**src/rtl/trap_csr_if.sv**
```systemverilog
// Trap stage <-> trap_csr connection: trap requests, CSR bus and interrupt/redirect feedback.
`default_nettype none

interface trap_csr_if;
  logic        mem_wait;
  logic        trap_en;
  logic [31:0] trap_pc;
  logic [31:0] trap_code;
  logic [31:0] trap_jmp_to;
  logic        mret_en;
  logic        ext_int;
  logic        timer_int;
  logic        soft_int;
  logic [11:0] csr_rd_addr;
  logic [31:0] csr_rd_data;
  logic        csr_wr_en;
  logic [11:0] csr_wr_addr;
  logic [31:0] csr_wr_data;
  logic [1:0]  trap_vec_mode;
  logic [31:0] trap_vec_base;
  logic        int_allow;
  logic        int_en;
  logic [3:0]  int_code;
  logic        flush_en;
  logic [31:0] new_pc;

  modport master (
    output mem_wait, trap_en, trap_pc, trap_code, trap_jmp_to, mret_en,
           ext_int, timer_int, soft_int, csr_rd_addr, csr_wr_en, csr_wr_addr, csr_wr_data,
    input  csr_rd_data, trap_vec_mode, trap_vec_base, int_allow, int_en, int_code,
           flush_en, new_pc
  );

  modport slave (
    input  mem_wait, trap_en, trap_pc, trap_code, trap_jmp_to, mret_en,
           ext_int, timer_int, soft_int, csr_rd_addr, csr_wr_en, csr_wr_addr, csr_wr_data,
    output csr_rd_data, trap_vec_mode, trap_vec_base, int_allow, int_en, int_code,
           flush_en, new_pc
  );
endinterface

`default_nettype wire

```
**src/rtl/trap_csr.sv**
```systemverilog
// ============================================================================
// trap_csr : machine-mode trap CSRs, trap/MRET redirect FSM, interrupt request
// Revision : 1.0
// ============================================================================
`default_nettype none

module trap_csr #(
  parameter logic [31:0] MTVEC_RST   = 32'h0000_0000,
  parameter logic        MSTATUS_MIE = 1'b0
) (
  input  logic         clk_i,
  input  logic         rst_i,
  trap_csr_if.slave    bus
);

  localparam logic [1:0]  IDLE     = 2'd0;
  localparam logic [1:0]  REDIRECT = 2'd1;
  localparam logic [1:0]  SETTLE   = 2'd2;
  localparam logic [31:0] IRQ_MASK = 32'h0000_0888;

  logic [1:0]  state_q, state_d;
  logic [31:0] mtvec_q, mtvec_d;
  logic        mstie_q, mstie_d;
  logic        mpie_q, mpie_d;
  logic [31:0] mie_q, mie_d;
  logic [31:0] mip_q, mip_d;
  logic [31:0] mepc_q, mepc_d;
  logic [31:0] mcause_q, mcause_d;
  logic [31:0] new_pc_q, new_pc_d;
  logic        int_en_q, int_en_d;
  logic [3:0]  int_code_q, int_code_d;

  logic        accept;
  logic        take_trap;
  logic        take_mret;
  logic        wr_ok;
  logic [31:0] pend;

  assign accept    = (state_q == IDLE) && !bus.mem_wait;
  assign take_trap = accept && bus.trap_en;
  assign take_mret = accept && bus.mret_en && !bus.trap_en;
  assign wr_ok     = accept && bus.csr_wr_en;

  assign mip_d = {20'b0, bus.ext_int, 3'b0, bus.timer_int, 3'b0, bus.soft_int, 3'b0};
  assign pend  = mip_d & mie_q;

  always_comb begin
    state_d    = state_q;
    mtvec_d    = mtvec_q;
    mstie_d    = mstie_q;
    mpie_d     = mpie_q;
    mie_d      = mie_q;
    mepc_d     = mepc_q;
    mcause_d   = mcause_q;
    new_pc_d   = new_pc_q;
    int_en_d   = |pend;
    int_code_d = 4'd0;

    if (pend[11])     int_code_d = 4'd11;
    else if (pend[3]) int_code_d = 4'd3;
    else if (pend[7]) int_code_d = 4'd7;

    if (wr_ok) begin
      case (bus.csr_wr_addr)
        12'h300: begin
          mstie_d = bus.csr_wr_data[3];
          mpie_d  = bus.csr_wr_data[7];
        end
        12'h304: mie_d    = bus.csr_wr_data & IRQ_MASK;
        12'h305: mtvec_d  = bus.csr_wr_data;
        12'h341: mepc_d   = bus.csr_wr_data & ~32'h3;
        12'h342: mcause_d = bus.csr_wr_data;
        default: ;
      endcase
    end

    // Trap/MRET updates come after the CSR write so they win on shared registers.
    case (state_q)
      IDLE: begin
        if (take_trap) begin
          mepc_d   = bus.trap_pc & ~32'h3;
          mcause_d = bus.trap_code;
          mpie_d   = mstie_q;
          mstie_d  = 1'b0;
          new_pc_d = bus.trap_jmp_to;
          state_d  = REDIRECT;
        end else if (take_mret) begin
          mstie_d  = mpie_q;
          mpie_d   = 1'b1;
          new_pc_d = mepc_q;
          state_d  = REDIRECT;
        end
      end
      REDIRECT: state_d = SETTLE;
      SETTLE:   state_d = IDLE;
      default:  state_d = IDLE;
    endcase
  end

  always_ff @(posedge clk_i or posedge rst_i) begin
    if (rst_i) begin
      state_q    <= IDLE;
      mtvec_q    <= MTVEC_RST;
      mstie_q    <= MSTATUS_MIE;
      mpie_q     <= 1'b0;
      mie_q      <= 32'h0;
      mip_q      <= 32'h0;
      mepc_q     <= 32'h0;
      mcause_q   <= 32'h0;
      new_pc_q   <= 32'h0;
      int_en_q   <= 1'b0;
      int_code_q <= 4'd0;
    end else begin
      state_q    <= state_d;
      mtvec_q    <= mtvec_d;
      mstie_q    <= mstie_d;
      mpie_q     <= mpie_d;
      mie_q      <= mie_d;
      mip_q      <= mip_d;
      mepc_q     <= mepc_d;
      mcause_q   <= mcause_d;
      new_pc_q   <= new_pc_d;
      int_en_q   <= int_en_d;
      int_code_q <= int_code_d;
    end
  end

  always_comb begin
    bus.csr_rd_data = 32'h0;
    case (bus.csr_rd_addr)
      12'h300: bus.csr_rd_data = {19'b0, 2'b11, 3'b0, mpie_q, 3'b0, mstie_q, 3'b0};
      12'h304: bus.csr_rd_data = mie_q;
      12'h305: bus.csr_rd_data = mtvec_q;
      12'h341: bus.csr_rd_data = mepc_q;
      12'h342: bus.csr_rd_data = mcause_q;
      12'h344: bus.csr_rd_data = mip_q;
      default: bus.csr_rd_data = 32'h0;
    endcase
  end

  assign bus.trap_vec_mode = mtvec_q[1:0];
  assign bus.trap_vec_base = {mtvec_q[31:2], 2'b00};
  assign bus.int_allow     = mstie_q && (state_q == IDLE);
  assign bus.int_en        = int_en_q;
  assign bus.int_code      = int_code_q;
  assign bus.flush_en      = (state_q == REDIRECT);
  assign bus.new_pc        = new_pc_q;

endmodule

`default_nettype wire

```
**src/flat_wrapper.sv**
```systemverilog
// flat-port wrapper written by rule: the top's interface ports become plain ports
module trap_csr_flat 
#(
  parameter logic [31:0] MTVEC_RST   = 32'h0000_0000,
  parameter logic        MSTATUS_MIE = 1'b0
)
  (clk_i, rst_i, bus_mem_wait, bus_trap_en, bus_trap_pc, bus_trap_code, bus_trap_jmp_to, bus_mret_en, bus_ext_int, bus_timer_int, bus_soft_int, bus_csr_rd_addr, bus_csr_wr_en, bus_csr_wr_addr, bus_csr_wr_data, bus_csr_rd_data, bus_trap_vec_mode, bus_trap_vec_base, bus_int_allow, bus_int_en, bus_int_code, bus_flush_en, bus_new_pc);
  trap_csr_if bus_i ();
  input  logic clk_i;
  input  logic rst_i;
  input wire logic [$bits(bus_i.mem_wait)-1:0] bus_mem_wait;
  input wire logic [$bits(bus_i.trap_en)-1:0] bus_trap_en;
  input wire logic [$bits(bus_i.trap_pc)-1:0] bus_trap_pc;
  input wire logic [$bits(bus_i.trap_code)-1:0] bus_trap_code;
  input wire logic [$bits(bus_i.trap_jmp_to)-1:0] bus_trap_jmp_to;
  input wire logic [$bits(bus_i.mret_en)-1:0] bus_mret_en;
  input wire logic [$bits(bus_i.ext_int)-1:0] bus_ext_int;
  input wire logic [$bits(bus_i.timer_int)-1:0] bus_timer_int;
  input wire logic [$bits(bus_i.soft_int)-1:0] bus_soft_int;
  input wire logic [$bits(bus_i.csr_rd_addr)-1:0] bus_csr_rd_addr;
  input wire logic [$bits(bus_i.csr_wr_en)-1:0] bus_csr_wr_en;
  input wire logic [$bits(bus_i.csr_wr_addr)-1:0] bus_csr_wr_addr;
  input wire logic [$bits(bus_i.csr_wr_data)-1:0] bus_csr_wr_data;
  output wire logic [$bits(bus_i.csr_rd_data)-1:0] bus_csr_rd_data;
  output wire logic [$bits(bus_i.trap_vec_mode)-1:0] bus_trap_vec_mode;
  output wire logic [$bits(bus_i.trap_vec_base)-1:0] bus_trap_vec_base;
  output wire logic [$bits(bus_i.int_allow)-1:0] bus_int_allow;
  output wire logic [$bits(bus_i.int_en)-1:0] bus_int_en;
  output wire logic [$bits(bus_i.int_code)-1:0] bus_int_code;
  output wire logic [$bits(bus_i.flush_en)-1:0] bus_flush_en;
  output wire logic [$bits(bus_i.new_pc)-1:0] bus_new_pc;
  assign bus_i.mem_wait = bus_mem_wait;
  assign bus_i.trap_en = bus_trap_en;
  assign bus_i.trap_pc = bus_trap_pc;
  assign bus_i.trap_code = bus_trap_code;
  assign bus_i.trap_jmp_to = bus_trap_jmp_to;
  assign bus_i.mret_en = bus_mret_en;
  assign bus_i.ext_int = bus_ext_int;
  assign bus_i.timer_int = bus_timer_int;
  assign bus_i.soft_int = bus_soft_int;
  assign bus_i.csr_rd_addr = bus_csr_rd_addr;
  assign bus_i.csr_wr_en = bus_csr_wr_en;
  assign bus_i.csr_wr_addr = bus_csr_wr_addr;
  assign bus_i.csr_wr_data = bus_csr_wr_data;
  assign bus_csr_rd_data = bus_i.csr_rd_data;
  assign bus_trap_vec_mode = bus_i.trap_vec_mode;
  assign bus_trap_vec_base = bus_i.trap_vec_base;
  assign bus_int_allow = bus_i.int_allow;
  assign bus_int_en = bus_i.int_en;
  assign bus_int_code = bus_i.int_code;
  assign bus_flush_en = bus_i.flush_en;
  assign bus_new_pc = bus_i.new_pc;
  trap_csr #(.MTVEC_RST(MTVEC_RST), .MSTATUS_MIE(MSTATUS_MIE)) u_core (.clk_i(clk_i), .rst_i(rst_i), .bus(bus_i));
endmodule
```
**config.mk**
```make
export PLATFORM = sky130hd
export DESIGN_NAME = trap_csr_flat
export DESIGN_NICKNAME = d
export VERILOG_FILES = /design/src/rtl/trap_csr_if.sv /design/src/rtl/trap_csr.sv /design/src/flat_wrapper.sv
export SDC_FILE = /design/constraint.sdc
export NUM_CORES = 1
export LEC_CHECK = 0
export CORE_UTILIZATION = 30
export CTS_CLUSTER_SIZE = 30
export DETAILED_ROUTE_END_ITERATION = 12
export PLACE_DENSITY = 0.66
export SYNTH_ARGS = -nofsm -noshare
export SYNTH_HDL_FRONTEND = slang
export SYNTH_SLANG_ARGS = --single-unit
```
**constraint.sdc**
```tcl
create_clock -name clk_i -period 5.2 [get_ports clk_i]
set_input_delay 1.3 -clock clk_i [delete_from_list [all_inputs] [get_ports clk_i]]
set_output_delay 1.3 -clock clk_i [all_outputs]
set_load 0.02 [all_outputs]
```
==> flow_metrics.env, run 1 <==
export IMPL_grt_pass1_wl_um=42100
export IMPL_status="finished, final reports clean"
export IMPL_layout_commonest_cell="clkdlybuf4s50_1"
export IMPL_skew_ns=0.0112
export IMPL_switchingPower_uw=1080
export IMPL_internal_power_uw=2630
export IMPL_synth_area_mux_share_pct=6.00
export IMPL_portBuffers=261
export IMPL_die_width_um=156
export IMPL_synth_cell_area_um2=7070
export IMPL_fin_crit_ns=5.14
export IMPL_p_per_area_nw_per_um2=347
export IMPL_critPathCaptureType="output pin"
export IMPL_slew_viol_final=0
export IMPL_grt_ovfl_total=0
export IMPL_ys_seq_elements=141
export IMPL_path_class="in -> out"
export IMPL_tritoncts="built"
export IMPL_die_area_um2=24200
export IMPL_p_sw_share_pct=29.1
export IMPL_final_cell_mix="clkdlybuf4s50_1 (255), dfrtp_1 (141), o22ai_1 (61)"
export IMPL_drv_cap=0
export IMPL_yosys_top_cells_area="dfrtp_1 (50%), o22ai_1 (5.4%), mux2_2 (5.1%)"
export IMPL_place_inst=1202
export IMPL_rrSetupSlack_ns=2.28
export IMPL_finalSetupViolCount=0
export IMPL_top_layer_used="met5"
export IMPL_crit_slowest_cell="clkdlybuf4s50_1"
export IMPL_h_tree_depth=4
export IMPL_synthToLayoutAreaGrowth_pct=51.1
export IMPL_synth_compound_area_share_pct=24.3
export IMPL_startpoint_type="input pin"
export IMPL_synth_xor_area_share_pct=0
export IMPL_ys_flop_type="dfrtp_1"
export IMPL_io_pins=266
export IMPL_wl_met2_um=13000
export IMPL_synth_edf_count=0
export IMPL_worst_pin_slew_ns=1.08
export IMPL_wl_met1_um=11800
export IMPL_layout_setup_ws_ns=0.0628
export IMPL_required_ns=3.90
export IMPL_netlist_instances=680
export IMPL_viasPerCell=5.77
export IMPL_place_hpwl_um=18500
export IMPL_grt_usage_pct=23.1
export IMPL_yosysUniqueCellTypes=52
export IMPL_synth_seq_area_share_pct=49.9
export IMPL_ant_nets=0
export IMPL_yosys_area_top_type="dfrtp_1"
export IMPL_routedWlPerCell_um=22.8
export IMPL_min_path_type="reg -> reg"
export IMPL_critPathTopFamily="buffers and inverters"
export IMPL_worstPathBufferInverterCount=4
export IMPL_synth_top_family_by_area="compound AO/OA/AOI/OAI gates"
export IMPL_grt_max_degree=94
export IMPL_holdWs_ns=0.520
export IMPL_layout_nets=1069
export IMPL_path_max_fanout=5
export IMPL_fin_area_um2=10700
export IMPL_gp_congestion=0.807
export IMPL_wl_met3_um=2670
export IMPL_cp_slowest_stage_delay_ns=0.61
export IMPL_clkPwrFrac_pct=38.0
export IMPL_irDropWorstVdd_mv=0.188
export IMPL_dr_pass1_iters=6
export IMPL_final_hold_violation_count=0
export IMPL_drc=0
export IMPL_layoutNonFillerInstCount=1235
export IMPL_worstSkewPairLatency_ns=0.42
export IMPL_tns_ns=0
export IMPL_first_iter_violations=703
export IMPL_num_rows=55
export IMPL_synth_warnings=0
export IMPL_synthSimpleGateAreaFrac_pct=13.3
export IMPL_drive_gt1_share_pct=11.8
export IMPL_p_leak_uw=0.00456
export IMPL_die_h_um=156
export IMPL_dpl_worst_slack_ns=-0.0122
export IMPL_pwr_share_seq_pct=39.5
export IMPL_cts_buffer_depth=2
export IMPL_cp_cell_sequence="clkdlybuf4s50_1 > or4bb_1 > buf_4 > or2_4 > buf_4 > nor4b_1 > a221o_1 > clkdlybuf4s50_1"
export IMPL_routed_wl_um=28100
export IMPL_period_share_pct=98.8
export IMPL_yosys_area_share_adder_pct=0
export IMPL_clock_sinks=141
export IMPL_combPwrFrac_pct=22.5
export IMPL_grt_pass1_vias=7006
export IMPL_start_util_pct=30.9
export IMPL_cts_root_buffer="clkbuf_16"
export IMPL_antenna_found_initial=1
export IMPL_post_synth_cell_area_avg_um2=10.4
export IMPL_arrival_ns=3.84
export IMPL_place_area_um2=9980
export IMPL_clk_pin_slew_ns=0.06
export IMPL_fmax_ghz=0.195
export IMPL_synth_top_area_share_pct=49.9
export IMPL_slew_headroom_pct=28.1
export IMPL_synthArstFlopShare_pct=100
export IMPL_core_um2=22900
export IMPL_cts_buffers=17
export IMPL_vias=7125
[stage by stage]
| stage | power, uW | util [%] |
|---|---|---|
| 2_1_floorplan | 1870 | - |
| 3_3_place_gp | 2300 | 43.5 |
| 3_5_place_dp | 2310 | 43.5 |
| 4_1_cts | 3730 | 46.5 |
| 5_1_grt | 3850 | 46.6 |
| 6_report | 3710 | 46.6 |
[cell usage after synthesis (2+ instances only)]
master and instances:
o22ai_1 61, a22oi_1 2, and3_1 32, o31ai_1 31
o21ai_0 2, o221ai_2 2, mux2i_1 3, nor3_1 2
or4_4 2, mux2_2 32, nor4_2 2, a2bb2oi_1 2
buf_1 3, inv_1 32, buf_6 3, mux2_1 3
nand2_1 16, nand4_1 32, a221o_1 34, nor3b_1 2
a211oi_1 2, nand3_1 2, buf_2 12, dfrtp_1 141
a21oi_1 31, nor2b_1 8, nor2_1 40, a222oi_1 28
buf_4 4, nor4_1 3, nand2b_1 7, a31oi_1 32
clkbuf_1 53
[power by group through the flow]
stage / Sequential (uW) / Clock (uW) / Combinational, uW
after floorplan: 1520 / 0 / 350
after global placement: 1470 / 0 / 824
after detailed placement: 1480 / 0 / 835
after CTS: 1460 / 1430 / 836
after global routing: 1480 / 1470 / 897
final: 1460 / 1410 / 835
[path summary, 6_finish.rpt]
kind | from | to | depth (start not counted)
min in group asynchronous | rst_i | u_core.bus.new_pc[28] | 2
hold / removal | u_core.mcause_q[11] | u_core.mcause_q[11] | 1
setup / recovery | bus_csr_rd_addr[8] | bus_csr_rd_data[12] | 8
setup reg to reg | u_core.state_q[0] | u_core.mcause_q[6] | 5
max in group asynchronous | rst_i | u_core.bus.new_pc[10] | 3
hold reg to reg | u_core.mcause_q[11] | u_core.mcause_q[11] | 1
[sequential cells by signal, indices dropped and copies added (netlist names)]
| signal | cells |
|---|---|
| u_core.bus.new_pc | 32 |
| u_core.mcause_q | 32 |
| u_core.mepc_q | 32 |
| u_core.mtvec_q | 32 |
| u_core.mie_q | 3 |
| u_core.mip_q | 3 |
| u_core.bus.int_code | 2 |
| u_core.state_q | 2 |
| u_core.bus.int_en | 1 |
| u_core.mpie_q | 1 |
| u_core.mstie_q | 1 |
[layout make-up]
class	count	area [um^2]
fill	2135	12200
sequential	141	3530
tap	313	392
clock inverter	15	241
antenna	1	2.50
timing repair buffer	283	2810
multi-input combinational	433	3160
inverter	32	125
clock buffer	17	425
[metal layers]
layer | track usage [%] | up-vias
met5 | 0 | -
met4 | 7.61 | 2
met3 | 5.81 | 46
met2 | 36.8 | 447
met1 | 30.5 | 3493
li1 | - | 3137
[timing repair]
item,4_1_cts,5_1_grt
resized for setup,2,9
pin swaps,0,0
buffers inserted,0,0
endpoints found under the setup margin,2,31
hold buffers,0,0
[kinds of logic after synthesis]
family / after synthesis
AOI/OAI and AO/OA: 232
buffers and inverters: 107
other: 1
muxes: 38
DFF: 141
and+or+nand+nor: 161
(Power assumes the default switching activity.)
==> run 2, diff against run 1 <==
CORE_UTILIZATION = 40   (was 30)
PLACE_DENSITY = 0.83   (was 0.66)
SLEW_MARGIN = 10   (was default)
==> flow_metrics.env, run 2 (synthesis gave the netlist of run 1 again) <==
export IMPL_vias=7198
export IMPL_status="finished, final reports clean"
export IMPL_multiInputGateArea_um2=3160
export IMPL_cts_buffer_depth=2
export IMPL_slew_headroom_pct=20.9
export IMPL_grt_usage_pct=28.2
export IMPL_path_max_fanout=9
export IMPL_place_hpwl_um=17800
export IMPL_reg2reg_depth=5
export IMPL_skew_ns=0.00941
export IMPL_fillers=1431
export IMPL_slew_viol_final=0
export IMPL_drive_gt1_share_pct=11.4
export IMPL_grt_pass1_vias=7107
export IMPL_final_hold_violation_count=0
export IMPL_report_power_total_uw=3430
export IMPL_grt_max_degree=102
export IMPL_fin_area_um2=10500
export IMPL_worstSkewPairLatency_ns=0.41
export IMPL_period_share_pct=99.6
export IMPL_p_leak_uw=0.00450
export IMPL_drc=0
export IMPL_cts_hold_buf=0
export IMPL_gp_congestion=0.870
export IMPL_r2r_start="u_core.state_q[0]"
export IMPL_hold_path_end="u_core.mcause_q[17]"
export IMPL_start_util_pct=40.9
export IMPL_required_ns=3.90
export IMPL_io_pins=266
export IMPL_grt_pass1_wl_um=39100
export IMPL_fin_crit_ns=5.18
export IMPL_clk_pin_slew_ns=0.06
export IMPL_fmax_ghz=0.193
export IMPL_layoutNonFillerInstCount=1149
export IMPL_rrSetupSlack_ns=2.52
export IMPL_cts_root_buffer="clkbuf_16"
export IMPL_core_um2=17300
export IMPL_die_width_um=135
export IMPL_tritoncts="built"
export IMPL_min_path_type="reg -> reg"
export IMPL_drv_cap=0
export IMPL_portBuffers=261
export IMPL_critPathCaptureType="output pin"
export IMPL_die_h_um=135
export IMPL_cts_buffers=17
export IMPL_dr_pass1_iters=8
export IMPL_startpoint_type="input pin"
export IMPL_finalSetupViolCount=0
export IMPL_viasPerCell=6.26
export IMPL_clock_sinks=141
export IMPL_num_rows=48
export IMPL_r2r_end="u_core.mcause_q[6]"
export IMPL_num_antenna_cells=0
export IMPL_layout_nets=1074
export IMPL_place_inst=1116
export IMPL_path_class="in -> out"
export IMPL_place_area_um2=9920
export IMPL_antenna_found_initial=0
export IMPL_worstHoldPathCells=1
export IMPL_irDropWorstVdd_mv=0.211
export IMPL_arrival_ns=3.88
export IMPL_h_tree_depth=4
export IMPL_die_area_um2=18200
export IMPL_grt_ovfl_total=0
export IMPL_layout_commonest_cell="clkdlybuf4s50_1"
export IMPL_routedWlPerCell_um=22.9
export IMPL_p_per_area_nw_per_um2=327
export IMPL_hold_start="u_core.mcause_q[17]"
export IMPL_worst_pin_slew_ns=1.18
export IMPL_ant_nets=0
export IMPL_final_cell_mix="clkdlybuf4s50_1 (259), dfrtp_1 (141), o22ai_1 (61)"
export IMPL_regArea_um2=3530
export IMPL_routed_wl_um=26300
export IMPL_first_iter_violations=790
export IMPL_synthToLayoutAreaGrowth_pct=48.3
==> run 2: cell types whose count changed in the layout (fill, tap and decap cells not counted), moves of 2 or more <==
cell,before,now
buf_12,1,3
buf_4,15,22
buf_6,6,1
bufinv_16,6,1
clkbuf_1,0,4
clkbuf_8,0,2
clkdlybuf4s50_1,255,259
inv_6,4,1
==> run 2: worst max-delay path by stage <==
stage                                  start  depth (start not counted)                      to  slack [ns]
after floorplan                        rst_i                          1  u_core.bus.int_code[2]        0.12
after global placement    bus_csr_rd_addr[8]                          7     bus_csr_rd_data[27]       -0.03
after detailed placement  bus_csr_rd_addr[8]                          7     bus_csr_rd_data[24]       -0.02
after CTS                 bus_csr_rd_addr[3]                          6      bus_csr_rd_data[3]        0.05
after global routing      bus_csr_rd_addr[3]                          8     bus_csr_rd_data[21]       -0.03
final                     bus_csr_rd_addr[3]                          8     bus_csr_rd_data[10]        0.02
==> run 2: power by group <==
| group | internal (uW) | switching [uW] | leakage [uW] |
|---|---|---|---|
| Combinational | 434 | 399 | 0.00250 |
| Sequential | 1290 | 178 | 0.00174 |
| Clock | 675 | 449 | 0.000263 |
| Total | 2400 | 1030 | 0.00450 |
==> run 2: critical path: stages <==
cell and delay [ns]:
clkdlybuf4s50_1 0.40, or4_4 0.62, nor4_4 0.30, buf_4 0.20, buf_4 0.23, a222oi_1 0.14, inv_1 0.08, clkdlybuf4s50_1 0.61
==> run 2: cell type report <==
| class | count | share of cell area (%) |
|---|---|---|
| tap | 225 | 2.68 |
| sequential | 141 | 33.6 |
| multi-input combinational | 433 | 30.1 |
| clock buffer | 23 | 4.46 |
| clock inverter | 7 | 0.632 |
| timing repair buffer | 288 | 27.3 |
| inverter | 32 | 1.19 |
==> run 2: stage by stage <==
stage / setup WS (ns) / util, % / setup TNS [ns] / hold slack (ns)
6_report: 0.0190 / 60.7 / 0 / 0.514
3_5_place_dp: -0.0236 / 57.3 / -0.0661 / 0.501
4_1_cts: 0.0529 / 60.5 / 0 / 0.514
3_3_place_gp: -0.0279 / 57.3 / -0.0803 / 0.494
5_1_grt: -0.0340 / 60.7 / -0.160 / 0.533
2_1_floorplan: 0.119 / - / 0 / 0.463
==> run 2: layer usage <==
| layer | part of all wire, % | vias to the layer above | global-route usage, % |
|---|---|---|---|
| li1 | - | 3149 | - |
| met3 | 10 | 38 | 6.57 |
| met2 | 49 | 522 | 46.8 |
| met1 | 39 | 3489 | 36.3 |
| met5 | 0 | - | 0 |
| met4 | 1.6 | 0 | 9.49 |
==> run 2: what timing repair did <==
action                                  in CTS  in global routing
pin swaps                                    0                  1
endpoints found under the setup margin      12                  5
buffers inserted                             0                  1
cloned                                       0                  2
gates resized for setup                      2                  7
==> run 3, diff against run 2 <==
CORE_UTILIZATION = 64   (was 40)
DONT_BUFFER_PORTS = 1   (was default)
PLACE_DENSITY = 0.86   (was 0.83)
clock period = 5.4 ns   (was 5.2 ns; I/O delays follow)
==> flow_metrics.env, run 3 (synthesis gave the netlist of run 1 again) <==
export IMPL_ant_nets=0
export IMPL_cts_root_buffer="clkbuf_8"
export IMPL_drive_gt1_share_pct=14.9
export IMPL_grt_ovfl_total=0
export IMPL_fillers=745
export IMPL_h_tree_depth=4
export IMPL_min_path_type="reg -> reg"
export IMPL_antenna_found_initial=2
export IMPL_critPathCaptureType="output pin"
export IMPL_core_um2=10800
export IMPL_fmax_ghz=0.220
export IMPL_slew_headroom_pct=24.7
export IMPL_period_share_pct=84.1
export IMPL_num_rows=38
export IMPL_postCtsSetupRepairBufs=0
export IMPL_grt_pass1_vias=6195
export IMPL_regArea_um2=3530
export IMPL_fin_crit_ns=4.54
export IMPL_tns_ns=0
export IMPL_tritoncts="built"
export IMPL_switchingPower_uw=947
export IMPL_slew_viol_final=0
export IMPL_worst_pin_slew_ns=1.13
export IMPL_drc=0
export IMPL_io_pins=266
export IMPL_p_sw_share_pct=29.3
export IMPL_internal_power_uw=2280
export IMPL_layout_commonest_cell="dfrtp_1"
export IMPL_skew_ns=0.00830
export IMPL_synthToLayoutAreaGrowth_pct=9.69
export IMPL_finalSetupViolCount=0
export IMPL_p_per_area_nw_per_um2=416
export IMPL_routed_wl_um=23000
export IMPL_die_h_um=107
export IMPL_pwr_share_seq_pct=47.1
export IMPL_required_ns=4.05
export IMPL_final_hold_violation_count=0
export IMPL_arrival_ns=3.19
export IMPL_grt_pass1_wl_um=34400
export IMPL_gp_congestion=0.885
export IMPL_final_cell_mix="dfrtp_1 (141), o22ai_1 (61), nor2_1 (40)"
export IMPL_die_area_um2=11500
export IMPL_layout_nets=804
export IMPL_combPwrFrac_pct=12.7
export IMPL_path_max_fanout=30
export IMPL_post_cts_resized=0
export IMPL_routedWlPerCell_um=28.8
export IMPL_die_width_um=107
export IMPL_vias=6412
export IMPL_grt_usage_pct=40.3
export IMPL_status="finished, final reports clean"
export IMPL_p_leak_uw=0.00346
export IMPL_start_util_pct=65.5
export IMPL_place_hpwl_um=14900
export IMPL_drv_cap=0
export IMPL_grt_max_degree=102
export IMPL_startpoint_type="input pin"
export IMPL_cts_hold_buf=0
export IMPL_report_power_total_uw=3230
export IMPL_rrSetupSlack_ns=2.54
export IMPL_portBuffers=0
export IMPL_viasPerCell=8.05
export IMPL_multiInputGateArea_um2=3140
export IMPL_path_class="in -> out"
export IMPL_first_iter_violations=950
export IMPL_clock_sinks=141
export IMPL_cts_buffers=17
export IMPL_clk_pin_slew_ns=0.06
export IMPL_rsz0062_at_grt="no"
export IMPL_worstSkewPairLatency_ns=0.54
export IMPL_dr_pass1_iters=7
export IMPL_clkPwrFrac_pct=40.2
export IMPL_cts_buffer_depth=2
export IMPL_irDropWorstVdd_mv=0.330
==> run 3: changes by cell type in the layout (fill, tap and decap cells not counted), moves of 3 or more <==
cell	before	now
clkdlybuf4s50_1	259	0
buf_12	3	0
clkbuf_1	4	1
clkbuf_8	2	5
buf_4	22	18
bufinv_16	1	5
==> run 3: metal layers <==
metal / GRT usage [%] / routed length, um / part of all wire (%)
met5: 0 / 10 / 0.044
met4: 21.3 / 992 / 4.3
met2: 65.9 / 11100 / 48
met3: 13.7 / 3040 / 13
met1: 47.0 / 7840 / 34
==> run 3: final timing paths <==
check,end,start,depth (start not counted)
min,u_core.mcause_q[19],u_core.mcause_q[19],1
max,bus_csr_rd_data[0],bus_csr_rd_addr[11],5
max reg2reg,u_core.mepc_q[4],u_core.state_q[0],6
min in group asynchronous,u_core.mtvec_q[20],rst_i,1
max in group asynchronous,u_core.mtvec_q[6],rst_i,2
min reg2reg,u_core.mcause_q[19],u_core.mcause_q[19],1
==> run 3: layout make-up <==
type | instances | area share, %
Sequential cell | 141 | 45.5
Timing Repair Buffer | 18 | 1.74
Multi-Input combinational cell | 433 | 40.4
Clock inverter | 10 | 2.37
Antenna cell | 1 | 0.0322
Tap cell | 140 | 2.26
Inverter | 32 | 1.61
Clock buffer | 22 | 6.09
==> run 3: power by group through the flow <==
| stage | Combinational, uW | Clock (uW) | Sequential (uW) |
|---|---|---|---|
| finish | 410 | 1300 | 1520 |
| global route | 449 | 1350 | 1530 |
| CTS | 404 | 1300 | 1510 |
| detailed placement | 400 | 0 | 1530 |
| global placement | 370 | 0 | 1510 |
| floorplan | 337 | 0 | 1460 |
==> run 3: per-stage QoR <==
stage | setup slack [ns] | hold slack (ns) | util (%) | std cells | cell area (um^2)
after floorplan | 0.269 | 0.463 | - | 681 | 7080
after global placement | 0.968 | 0.494 | 65.8 | 764 | 7100
after detailed placement | 0.924 | 0.501 | 65.8 | 764 | 7100
after CTS | 0.909 | 0.515 | 71.9 | 796 | 7760
after global routing | 0.790 | 0.528 | 71.9 | 797 | 7760
final | 0.856 | 0.521 | 71.9 | 797 | 7760
==> run 3: critical path, stage by stage <==
cell	delay (ns)
or4bb_1	0.66
nor4_2	0.30
buf_4	0.41
a222oi_1	0.24
inv_1	0.21
